==> src/rtl/spram_arb_pkg.sv <==
// Shared types and constants for the chorus delay-line SPRAM arbiter.
// The state enum and the SPRAM write-mask constant live here.
package spram_arb_pkg;

  typedef enum logic {
    CLEAR = 1'b0,
    RUN   = 1'b1
  } arb_state_e;

  localparam logic [3:0] SPRAM_MASK_ALL = 4'b1111;
  localparam int DEF_ADDR_WIDTH = 14;
  localparam int DEF_DATA_WIDTH = 16;

endpackage

==> src/rtl/spram_port_arbiter_rd_rr_arbiter.sv <==
// Round-robin picker for the delayed-tap read requesters. The pointer holds
// the requester with highest priority next time and moves only when a read is taken.
module rd_rr_arbiter #(
  parameter int NUM_RD = 2
) (
  input  logic              clk_i,
  input  logic              rst_i,
  input  logic [NUM_RD-1:0] elig_i,
  input  logic              take_i,
  output logic [NUM_RD-1:0] grant_o,
  output logic              any_o
);

  localparam int PW = (NUM_RD > 1) ? $clog2(NUM_RD) : 1;

  logic [PW-1:0] ptr_q;
  logic [PW-1:0] ptr_d;
  logic [PW-1:0] idx;
  logic          found;

  always_comb begin
    grant_o = '0;
    found   = 1'b0;
    ptr_d   = ptr_q;
    idx     = '0;
    for (int off = 0; off < NUM_RD; off++) begin
      idx = PW'((int'(ptr_q) + off) % NUM_RD);
      if (!found && elig_i[idx]) begin
        found        = 1'b1;
        grant_o[idx] = 1'b1;
        ptr_d        = PW'((int'(idx) + 1) % NUM_RD);
      end
    end
    any_o = found;
  end

  always_ff @(posedge clk_i) begin
    if (rst_i) begin
      ptr_q <= '0;
    end else if (take_i && found) begin
      ptr_q <= ptr_d;
    end
  end

endmodule

==> src/rtl/spram_port_arbiter.sv <==
// Single-port SPRAM sequencer for the chorus delay line: clears the buffer after
// reset, then serves one write requester (priority) and NUM_RD round-robin readers.
module spram_port_arbiter
  import spram_arb_pkg::*;
#(
  parameter int ADDR_WIDTH = DEF_ADDR_WIDTH,
  parameter int DATA_WIDTH = DEF_DATA_WIDTH,
  parameter int NUM_RD     = 2,
  parameter int BUF_DEPTH  = 4410,
  parameter int MAX_WAIT   = 64
) (
  input  logic                         clk_i,
  input  logic                         rst_i,
  input  logic                         wrReq_i,
  input  logic [ADDR_WIDTH-1:0]        wrAddr_i,
  input  logic [DATA_WIDTH-1:0]        wrData_i,
  output logic                         wrAck_o,
  input  logic [NUM_RD-1:0]            rdReq_i,
  input  logic [NUM_RD*ADDR_WIDTH-1:0] rdAddr_i,
  output logic [NUM_RD-1:0]            rdAck_o,
  output logic [DATA_WIDTH-1:0]        rdData_o,
  output logic [NUM_RD-1:0]            rdValid_o,
  output logic                         ready_o,
  output logic [ADDR_WIDTH-1:0]        ramAddr_o,
  output logic [DATA_WIDTH-1:0]        ramData_o,
  output logic                         ramWrEn_o,
  output logic [3:0]                   ramMask_o,
  output logic                         ramCs_o,
  input  logic [DATA_WIDTH-1:0]        ramData_i,
  output logic                         errorLED_o
);

  localparam int NREQ = NUM_RD + 1;
  localparam int CW   = $clog2(MAX_WAIT + 1);
  localparam logic [ADDR_WIDTH-1:0] LAST_CLR = ADDR_WIDTH'(BUF_DEPTH - 1);

  arb_state_e state_q, state_d;
  logic [ADDR_WIDTH-1:0] clr_addr_q, clr_addr_d;
  logic                  ready_q;
  logic                  ram_cs_q, ram_cs_d;
  logic                  ram_we_q, ram_we_d;
  logic [ADDR_WIDTH-1:0] ram_addr_q, ram_addr_d;
  logic [DATA_WIDTH-1:0] ram_data_q, ram_data_d;
  logic                  wr_ack_q, wr_ack_d;
  logic [NUM_RD-1:0]     rd_ack_q, rd_ack_d;
  logic [NUM_RD-1:0]     rd_tag_q;
  logic [NUM_RD-1:0]     rd_valid_q;
  logic [DATA_WIDTH-1:0] rd_data_q;
  logic                  error_q, error_d;

  logic                  run;
  logic                  wr_elig;
  logic [NUM_RD-1:0]     rd_elig;
  logic [NUM_RD-1:0]     rd_grant;
  logic                  rd_any;
  logic [ADDR_WIDTH-1:0] rd_addr_sel;

  // A requester whose ack is currently high may still be holding req; mask it.
  assign run     = (state_q == RUN);
  assign wr_elig = run & wrReq_i & ~wr_ack_q;
  assign rd_elig = rdReq_i & ~rd_ack_q & {NUM_RD{run}};

  rd_rr_arbiter #(
    .NUM_RD (NUM_RD)
  ) u_rd_rr (
    .clk_i   (clk_i),
    .rst_i   (rst_i),
    .elig_i  (rd_elig),
    .take_i  (~wr_elig),
    .grant_o (rd_grant),
    .any_o   (rd_any)
  );

  always_comb begin
    rd_addr_sel = '0;
    for (int k = 0; k < NUM_RD; k++) begin
      if (rd_grant[k]) rd_addr_sel = rdAddr_i[k*ADDR_WIDTH +: ADDR_WIDTH];
    end
  end

  always_comb begin
    state_d    = state_q;
    clr_addr_d = clr_addr_q;
    ram_cs_d   = 1'b0;
    ram_we_d   = 1'b0;
    ram_addr_d = ram_addr_q;
    ram_data_d = ram_data_q;
    wr_ack_d   = 1'b0;
    rd_ack_d   = '0;
    case (state_q)
      CLEAR: begin
        ram_cs_d   = 1'b1;
        ram_we_d   = 1'b1;
        ram_addr_d = clr_addr_q;
        ram_data_d = '0;
        clr_addr_d = clr_addr_q + ADDR_WIDTH'(1);
        if (clr_addr_q == LAST_CLR) state_d = RUN;
      end
      RUN: begin
        if (wr_elig) begin
          ram_cs_d   = 1'b1;
          ram_we_d   = 1'b1;
          ram_addr_d = wrAddr_i;
          ram_data_d = wrData_i;
          wr_ack_d   = 1'b1;
        end else if (rd_any) begin
          ram_cs_d   = 1'b1;
          ram_addr_d = rd_addr_sel;
          rd_ack_d   = rd_grant;
        end
      end
      default: state_d = CLEAR;
    endcase
  end

  // Starvation watch: one wait counter per requester, write at index 0.
  logic [NREQ-1:0] req_all;
  logic [NREQ-1:0] ack_all;
  logic [NREQ-1:0] hit;

  assign req_all = {rdReq_i, wrReq_i};
  assign ack_all = {rd_ack_q, wr_ack_q};

  for (genvar gi = 0; gi < NREQ; gi++) begin : g_wait
    logic [CW-1:0] cnt_q, cnt_d;

    always_comb begin
      cnt_d = cnt_q;
      if (!req_all[gi] || ack_all[gi]) begin
        cnt_d = '0;
      end else if (run && (cnt_q != CW'(MAX_WAIT))) begin
        cnt_d = cnt_q + CW'(1);
      end
    end

    always_ff @(posedge clk_i) begin
      if (rst_i) cnt_q <= '0;
      else       cnt_q <= cnt_d;
    end

    assign hit[gi] = (cnt_d == CW'(MAX_WAIT));
  end

  assign error_d = error_q | (|hit);

  always_ff @(posedge clk_i) begin
    if (rst_i) begin
      state_q    <= CLEAR;
      clr_addr_q <= '0;
      ready_q    <= 1'b0;
      ram_cs_q   <= 1'b0;
      ram_we_q   <= 1'b0;
      ram_addr_q <= '0;
      ram_data_q <= '0;
      wr_ack_q   <= 1'b0;
      rd_ack_q   <= '0;
      rd_tag_q   <= '0;
      rd_valid_q <= '0;
      rd_data_q  <= '0;
      error_q    <= 1'b0;
    end else begin
      state_q    <= state_d;
      clr_addr_q <= clr_addr_d;
      ready_q    <= run;
      ram_cs_q   <= ram_cs_d;
      ram_we_q   <= ram_we_d;
      ram_addr_q <= ram_addr_d;
      ram_data_q <= ram_data_d;
      wr_ack_q   <= wr_ack_d;
      rd_ack_q   <= rd_ack_d;
      // SPRAM returns data the cycle after the read is issued; capture it then.
      rd_tag_q   <= rd_ack_q;
      rd_valid_q <= rd_tag_q;
      if (|rd_tag_q) rd_data_q <= ramData_i;
      error_q    <= error_d;
    end
  end

  assign wrAck_o    = wr_ack_q;
  assign rdAck_o    = rd_ack_q;
  assign rdData_o   = rd_data_q;
  assign rdValid_o  = rd_valid_q;
  assign ready_o    = ready_q;
  assign ramAddr_o  = ram_addr_q;
  assign ramData_o  = ram_data_q;
  assign ramWrEn_o  = ram_we_q;
  assign ramMask_o  = SPRAM_MASK_ALL;
  assign ramCs_o    = ram_cs_q;
  assign errorLED_o = error_q;

endmodule

==> config.mk <==
export PLATFORM = sky130hd
export DESIGN_NAME = spram_port_arbiter
export DESIGN_NICKNAME = d
export VERILOG_FILES = /design/src/rtl/spram_arb_pkg.sv /design/src/rtl/spram_port_arbiter_rd_rr_arbiter.sv /design/src/rtl/spram_port_arbiter.sv
export SDC_FILE = /design/constraint.sdc
export NUM_CORES = 1
export LEC_CHECK = 0
export ABC_AREA = 1
export ABC_CLOCK_PERIOD_IN_PS = 4040
export CAP_MARGIN = 25
export CORE_UTILIZATION = 50
export DETAILED_ROUTE_END_ITERATION = 8
export PLACE_DENSITY = 0.93
export SETUP_SLACK_MARGIN = 0.02
export SLEW_MARGIN = 20
export SYNTH_ARGS = -nofsm -noshare
export SYNTH_HDL_FRONTEND = slang
export SYNTH_SLANG_ARGS = --single-unit
==> constraint.sdc <==
create_clock -name clk_i -period 4.04 [get_ports clk_i]
set_input_delay 0.606 -clock clk_i [delete_from_list [all_inputs] [get_ports clk_i]]
set_output_delay 0.606 -clock clk_i [all_outputs]
set_load 0.01 [all_outputs]
## Yosys cells after proc, flatten, opt, wreduce, memory -nomap -nowiden

Cells that the tools add are included.

- Add/sub/neg operators: 6
- $lt $le $gt $ge: 4
- Equal/unequal tests: 9
- Muxes and demuxes: 34
- Bitwise operators: 11
- Reduce and logical (&&, ||, !) cells: 20

Operator list:

| cell | count |
|---|---|
| 14-bit 2-to-1 mux | 4 |
| 7-bit 2-to-1 mux | 6 |
| 16-bit one-hot mux with 2 select lines | 1 |
| 14-bit one-hot mux with 2 select lines | 1 |
| 7-bit by 1-bit adder with 7-bit output, second input constant | 3 |
| 7-bit equality test, second input constant | 3 |
| 7-bit != test, second input constant | 3 |
| 16-bit 2-to-1 mux | 1 |
| 1-bit 2-to-1 mux | 15 |
| 14-bit by 1-bit adder with 14-bit output, second input constant | 1 |
| 14-bit by 13-bit equality test with 1-bit output, second input constant | 1 |
| 1-bit logical AND | 7 |
| 2-bit AND | 2 |
| 1-bit logical NOT | 4 |
| 1-bit by 2-bit less-than comparator with 1-bit output, second input constant | 2 |
| 2-bit 2-to-1 mux | 2 |
| 1-bit NOT | 4 |
| 1-bit one-hot mux with 2 select lines | 2 |
| 2-bit OR reduction | 2 |
| 4-bit OR reduction | 1 |
| 1-bit logical OR | 3 |
| 3-bit by 1-bit != test with 1-bit output, second input constant | 1 |
| 3-bit OR reduction | 1 |
| 1-bit adder, second input constant | 2 |
| other kinds (9) | 12 |

- Flip-flop bits (word level): 94
- Logic and storage cells: 101

## Depth between registers and ports, before layout

Gate-level depths: netlist of the first run.

- Depth after elaboration: 14
- Gate-level depth with buffers: 16
- Mapped depth without buffers: 16

## Cells and area by module

From an unflattened synthesis of the first run, not the netlist that was laid out.

- Cell total of the unflattened synthesis: 582
- Area, all modules: 4319.1 µm²

Modules (own cells, without submodules):

| module | instances | cells an instance | area each (µm²) | sequential area each (µm²) |
|---|---|---|---|---|
| spram_port_arbiter | 1 | 571 | 4252.8 | 1861.8 |
| rd_rr_arbiter | 1 | 11 | 66.3 | 20.0 |

## Worst setup path after synthesis of the first run

Ideal clock, no wire load.

- Path type: input-to-reg
- Start point: in wrReq_i
- End point: reg ram_addr_q[10] (netlist: ramAddr_o[10])
- Library setup time: 0.081 ns
- Data arrival time: 1.548 ns
- Required time: 3.959 ns
- Path slack: 2.412 ns
- Stages: 7
- Path buffers: 1
- Path through: inv_1 nor2_2 nand2_1 inv_2 buf_2 nand2_1 a41oi_1

- Longest elaborated chain between the ends: 4

RTL lines:

| item | line | RTL |
|---|---|---|
| start: declaration | spram_port_arbiter.sv:14 | `input logic wrReq_i,` |
| 1-bit AND * (2 in a row) | spram_port_arbiter.sv:60 | `assign wr_elig = run & wrReq_i & ~wr_ack_q;` |
| 14-bit 2-to-1 mux | spram_port_arbiter.sv:100 | `if (wr_elig) begin` |
| 14-bit one-hot mux with 2 select lines | spram_port_arbiter.sv:90 | `case (state_q)` |
| end signal: assignment | spram_port_arbiter.sv:167 | `ram_addr_q <= ram_addr_d;` |
| end: declaration | spram_port_arbiter.sv:42 | `logic [ADDR_WIDTH-1:0] ram_addr_q, ram_addr_d;` |

Mark *: on every way between the ends. The rest lies on a longest branch, timed or not.
A chain may end at the register's enable or synchronous reset.

## Worst setup path in the final report of the first run

- Start point: reg state_q (netlist: run)
- End point: reg ram_addr_q[4] (netlist: ramAddr_o[4])

- Longest elaborated chain between the ends: 12

RTL lines:

| item | line | RTL |
|---|---|---|
| start: declaration | spram_port_arbiter.sv:37 | `arb_state_e state_q, state_d;` |
| start signal: assignment | spram_port_arbiter.sv:162 | `state_q <= state_d;` |
| 2-bit AND | spram_port_arbiter.sv:61 | `assign rd_elig = rdReq_i & ~rd_ack_q & {NUM_RD{run}};` |
| 1-bit 2-to-1 mux (implied by the code) (2 in a row) | spram_port_arbiter_rd_rr_arbiter.sv:28 | `if (!found && elig_i[idx]) begin` |
| 1-bit 2-to-1 mux | spram_port_arbiter_rd_rr_arbiter.sv:28 |  |
| 1-bit logical NOT | spram_port_arbiter_rd_rr_arbiter.sv:28 |  |
| 1-bit logical AND | spram_port_arbiter_rd_rr_arbiter.sv:28 |  |
| 2-bit 2-to-1 mux | spram_port_arbiter_rd_rr_arbiter.sv:28 |  |
| 14-bit 2-to-1 mux (2 in a row) | spram_port_arbiter.sv:77 | `if (rd_grant[k]) rd_addr_sel = rdAddr_i[k*ADDR_WIDTH +: ADDR_WIDTH];` |
| 14-bit 2-to-1 mux | spram_port_arbiter.sv:106 | `end else if (rd_any) begin` |
| 14-bit 2-to-1 mux | spram_port_arbiter.sv:100 |  |
| 14-bit one-hot mux with 2 select lines | spram_port_arbiter.sv:90 |  |

Parallel ways exist; a longest one is shown, timed or not. The select of a mux whose other input is x is not followed.

==> summary.txt, run 1 <==
Logic synthesis
  • Most common cell in the netlist: nand2_1
  • Top post-synthesis cells by area: dfxtp_1 (44%), nand2_1 (13%), nor2_1 (7.6%)
  • FF+latch count, synth: 94
  • Post-synth cell types: 34
  • Top_reg_cell synth: dfxtp_1
  • Post-synth top area share: 43.6%
  • Number of flops mapped to enable cells by yosys: 0
  • Post-synth top area cell: dfxtp_1
  • Seq/Total Area, Yosys: 43.6%
  • Share of async-settable or async-resettable flops after synthesis: 0%
  • Post-synth top cells: nand2_1 (149), dfxtp_1 (94), nor2_1 (87)
  • Syn Std Cell Area: 4310 sq um
  • Synth Area per Inst: 7.21 sq um
  • Synthesis Warnings: 0
  • Post-synthesis cell count: 598

GRT
  • Gr usage total: 27.7%
  • Vias in the first global route: 4389
  • Largest net degree at the start of global routing: 52
  • Antenna violations before repair: 0
  • Global-route wire length before repair: 19.6 mm
  • Total gr overflow: 0

Clock tree
  • Clock Latency Late Sink: 0.36 ns
  • H-tree levels: 3
  • CTS max path bufs: 2
  • PostCTS Resize Cnt: 0
  • Inserted Clock Buffers: 9
  • # clock sinks: 94
  • Hold buffer count at cts: 0
  • CTS tree: yes
  • Reg clk slew, reported paths: 0.10 ns
  • Post-CTS Setup Inserts: 0
  • Root buf cell: clkbuf_8

Critical path
  • Worst Setup End Kind: flip-flop
  • CP required: 4.32 ns
  • R2R Setup Slk: 1.73 ns
  • Worst Setup SP: run
  • Reg2Reg Depth: 6
  • Worst Path Class, Setup: reg -> reg
  • Worst r2r src: run
  • CP startpoint kind: flip-flop
  • R2R Path End: ramAddr_o[4]
  • Critical Path Fanout Max: 24
  • Arr. time, crit path: 2.58 ns

Power and ir drop
  • PD cells: 303 nW/um^2
  • LEAKAGE: 2.25 nW
  • Maximum vdd drop: 166 uV
  • Total power: 1.80 mW

Placed design
  • Placed insts: 815
  • Final HPWL DP: 8.60 mm
  • Worst slack at placement: 1.36 ns
  • Placed instance area: 5690 sq um
  • Buffers on Ports: 133
  • Final Wtd Congestion: 0.866

STA
  • Worst hold margin: 0.429 ns
  • Endpoints failing setup: 0
  • Final Hold Viols: 0
  • Max Clock Freq: 434 MHz
  • Post-layout min period: 2.31 ns
  • Worst rel slew slack: 29.0%
  • RSZ-0062 raised after global routing: no
  • Period utilization: 57.1%
  • Setup WS post-layout: 1.73 ns
  • Worst-margin pin slew: 1.06 ns
  • Setup TNS after final layout: 0 ns
  • Pins Over Slew Limit: 0
  • Clock skew: 0.00926 ns

Floorplanning
  • Die area: 9000 sq um
  • Core area: 8300 sq um
  • # IOs: 138
  • Starting density of the core: 52.0%
  • Rows: 33
  • Die Y: 94.9 um
  • Die width: 94.9 um

Hold path
  • Hold Path End: rdValid_o[0]
  • Min-Delay Path Depth: 2
  • Hold path start: rd_tag_q[0]
  • Worst Hold Class: reg -> reg

Route
  • Antenna-violating nets left: 0
  • Initial DRT Pass Iterations: 7
  • DRC violations left: 0
  • Iter 0 DRT Violations: 252
  • Drt via density: 5.43
  • DR vias: 4512
  • WL per Instance: 14.5 um
  • Final WL: 12.0 mm

Layout
  • Final core utilization: 71.5%
  • Layout cells sized above 1: 5.51%
  • Fill cell count: 595
  • Nets: 808
  • Finished layout cell area: 5930 sq um
  • # diodes: 0
  • Area growth syn-to-layout: 37.5%
  • Non-Filler Instances: 831

Outcome
  • Outcome: complete, no violations

Job
  • Max Cap Viol: 0
layout make-up:
cell class | count | area, sq um | area share, %
repair buffers | 136 | 1370 | 23.1
clock inverters | 6 | 100 | 1.69
clock buffers | 10 | 138 | 2.32
multi-input cells | 413 | 2060 | 34.7
flip-flops and latches | 94 | 1880 | 31.7
well taps | 105 | 131 | 2.21
inverters | 67 | 254 | 4.28
routing by layer:
metal	up-vias	share of wire [%]	track usage (%)
met5	-	0	0
met4	0	3.4	12.2
met3	45	6.7	4.59
met2	201	50	49.8
met1	2092	39	32.1
li1	2174	-	-
report_power, final:
part / total, mW / internal [mW] / switching (mW) / leakage, nW
Combinational: 0.131 / 0.0822 / 0.0492 / 1.37
Clock: 0.729 / 0.378 / 0.351 / 0.121
Sequential: 0.936 / 0.931 / 0.00474 / 0.758
worst max path at each step:
stage,end,slack (ns),depth (start not counted)
after global routing,ramAddr_o[1],1.59,6
after detailed placement,ramAddr_o[0],1.36,6
final,ramAddr_o[4],1.73,6
after CTS,ramAddr_o[4],1.77,6
after global placement,ramAddr_o[0],1.49,6
after floorplan,ramAddr_o[10],2.41,7
layout by cell type (no fill, tap or decap), types with 2 or more instances in the layout:
cell type        count
nand2_1            149
o21ai_0             46
a32o_1              12
nand3_1             23
clkbuf_8            10
conb_1               4
dfxtp_1             94
nor2_2               6
nor3_1              11
buf_4                2
a41oi_1             13
bufinv_16            2
o21ai_1              2
inv_2                4
nor2_4               3
a21oi_1             23
xor2_1               4
nand2_2              2
nand4_1              7
clkdlybuf4s50_1    132
inv_1               62
nand3b_1             2
inv_8                2
o21bai_1             2
ha_1                 8
nor3_4               2
nor2_1              87
sequential cells by signal, summed over array words and instances (netlist names), 2 cells and up:
name          flops
ramData_o        16
rdAck_o           2
rdValid_o         2
clr_addr_q       14
rdData_o         16
ramAddr_o        14
g_wait.cnt_q     21
rd_tag_q          2
critical path: stages (launching register included):
cell,delay (ns)
dfxtp_1,0.79
inv_4,0.26
nor2_4,0.18
inv_2,0.05
nor2_2,0.52
nand2_1,0.15
a41oi_1,0.25
cell families after synthesis:
logic type | Yosys count | share of synthesized area, %
DFF | 94 | 43.6
adders and majority gates | 8 | 2.32
other | 1 | 0.0869
xor gates and xnor gates | 5 | 1.02
AOI/OAI and AO/OA | 100 | 14.4
buffers and inverters | 94 | 8.93
and+or+nand+nor | 296 | 29.6
Note: power is estimated with default switching activity, not from simulation.
==> run 2: changes to the inputs <==
Settings changed: ABC_CLOCK_PERIOD_IN_PS 4040 to 2100, CORE_UTILIZATION 50 to 42, PLACE_DENSITY 0.93 to 0.84.
Clock period 4.04 ns to 2.1 ns, I/O delays scaled along.
==> summary.txt, run 2 (synthesis gave the netlist of run 1 again) <==
Outcome
  • Outcome: complete, no violations

Clock tree
  • H-tree levels: 3
  • # clock sinks: 94
  • CTS max path bufs: 2
  • Inserted Clock Buffers: 9
  • CTS tree: yes
  • Clock Latency Late Sink: 0.37 ns
  • Reg clk slew, reported paths: 0.10 ns
  • Root buf cell: clkbuf_8

Route
  • Drt via density: 5.05
  • WL per Instance: 13.4 um
  • DRC violations left: 0
  • DR vias: 4372
  • Final WL: 11.6 mm
  • Initial DRT Pass Iterations: 6
  • Antenna-violating nets left: 0
  • Iter 0 DRT Violations: 202

Critical path
  • Worst Path Class, Setup: reg -> reg
  • CP peak stage delay: 0.44 ns
  • Crit path top cell by count: nand2_1
  • Arr. time, crit path: 2.11 ns
  • CP required: 2.38 ns
  • CP startpoint kind: flip-flop
  • Slowest library cell on the worst path: dfxtp_1
  • Critical Path Fanout Max: 7
  • Worst Setup End Kind: flip-flop
  • CP Cell Sequence: inv_1 -> ha_1 -> nand2_1 -> inv_1 -> nand3_1 -> nand2_1 -> inv_1 -> nand2_1 -> o21ai_0 -> nand2_1 -> nand2_1 -> nor2_1 -> nand2_1 -> nand3_1 -> nand2_1 -> nand2_1

GRT
  • Met3 usage: 5.24%
  • GRT Max-Usage Layer: met2
  • Total gr overflow: 0
  • Met1 usage: 26.9%
  • Global-route wire length before repair: 18.6 mm
  • Largest net degree at the start of global routing: 31
  • GRT met2 Usage: 38.6%
  • Vias in the first global route: 4172
  • Antenna violations before repair: 0
  • Gr usage total: 22.3%

Hold path
  • Worst Hold Class: in -> reg

STA
  • Worst-margin pin slew: 0.669 ns
  • Setup WS post-layout: 0.270 ns
  • Setup TNS after final layout: 0 ns
  • Final Hold Viols: 0
  • Clock skew: 0.0140 ns
  • Post-layout min period: 1.83 ns
  • Period utilization: 87.1%
  • RSZ-0062 raised after global routing: no
  • Pins Over Slew Limit: 0
  • Endpoints failing setup: 0
  • Worst rel slew slack: 55.4%
  • Max Clock Freq: 547 MHz

Layout
  • Most frequent cells in the layout: nand2_1 (149), clkdlybuf4s50_1 (132), dfxtp_1 (94)
  • Largest Register: g_wait.cnt_q
  • # diodes: 0
  • Area growth syn-to-layout: 39.0%
  • Non-Filler Instances: 865
  • Layout cells sized above 1: 6.42%
  • Number of flip-flops under the largest register name: 21
  • Nets: 815
  • Final core utilization: 60.8%
  • Most common library cell in the layout ignoring fill and taps: nand2_1

Floorplanning
  • # IOs: 138
  • Core area: 9860 sq um
  • Rows: 36
  • Die width: 103 um
  • Die Y: 103 um
  • Die area: 10700 sq um
  • Starting density of the core: 43.7%

Power and ir drop
  • LEAKAGE: 2.27 nW
  • Maximum vdd drop: 397 uV
  • PD cells: 568 nW/um^2
  • Total power: 3.41 mW

Placed design
  • Final Wtd Congestion: 0.901
  • Worst slack at placement: -0.171 ns
  • Buffers on Ports: 133
  • Final HPWL DP: 8.50 mm
  • Placed insts: 849

Job
  • Max Cap Viol: 0
[run 2: cell types whose count changed in the layout (fill, tap and decap cells not counted), sizes merged]
| cell | change |
|---|---|
| inv | -1 |
| clkbuf | -1 |
| clkinvlp | +1 |
| buf | +7 |
[run 2: layout make-up]
class | count | area, sq um
Fill cell | 839 | 3870
Timing Repair Buffer | 143 | 1410
Multi-Input combinational cell | 413 | 2060
Clock inverter | 6 | 93.8
Clock buffer | 9 | 124
Sequential cell | 94 | 1880
Tap cell | 133 | 166
Inverter | 67 | 254
[run 2: what timing repair did]
action / CTS / global route
endpoints found under the hold margin: 0 / 0
resized for setup: 0 / 1
setup buffers: 0 / 0
hold buffers: 0 / 0
setup endpoints to repair: 0 / 1
[run 2: worst max-delay path: cells and delay by family, from the launching register on]
kind            cells  cell delay (ns)
compound gates      1             0.07
simple gates       11             0.72
buf+inv             3             0.29
fa+ha+maj           1             0.21
flops               1             0.44
[run 2: final timing paths]
| path | from | endpoint | slack [ns] | cells past startpoint |
|---|---|---|---|---|
| setup / recovery | g_wait[2].cnt_q[0] | errorLED_o | 0.27 | 16 |
| hold / removal | rst_i | ready_o | 0.19 | 2 |
| setup reg to reg | g_wait[2].cnt_q[0] | errorLED_o | 0.27 | 16 |
| hold reg to reg | rd_tag_q[0] | rdValid_o[0] | 0.43 | 2 |
[run 2: metrics by stage]
stage / instance area, sq um / hold WS, ns
after floorplan: 4330 / 0.403
after global placement: 5770 / 0.417
after detailed placement: 5770 / 0.417
after CTS: 5980 / 0.181
after global routing: 6000 / 0.197
final: 6000 / 0.192
[run 2: layer usage]
metal  share of wire, %  up-vias
met3                6.4       21
met5                  0        -
met1                 42     2005
li1                   -     2189
met2                 49      157
met4                2.1        0
[run 2: report_power, final]
part | total (mW) | switching, mW | internal, mW
sequential | 1.80 | 0.00878 | 1.79
clock | 1.36 | 0.681 | 0.675
combinational | 0.253 | 0.0929 | 0.160
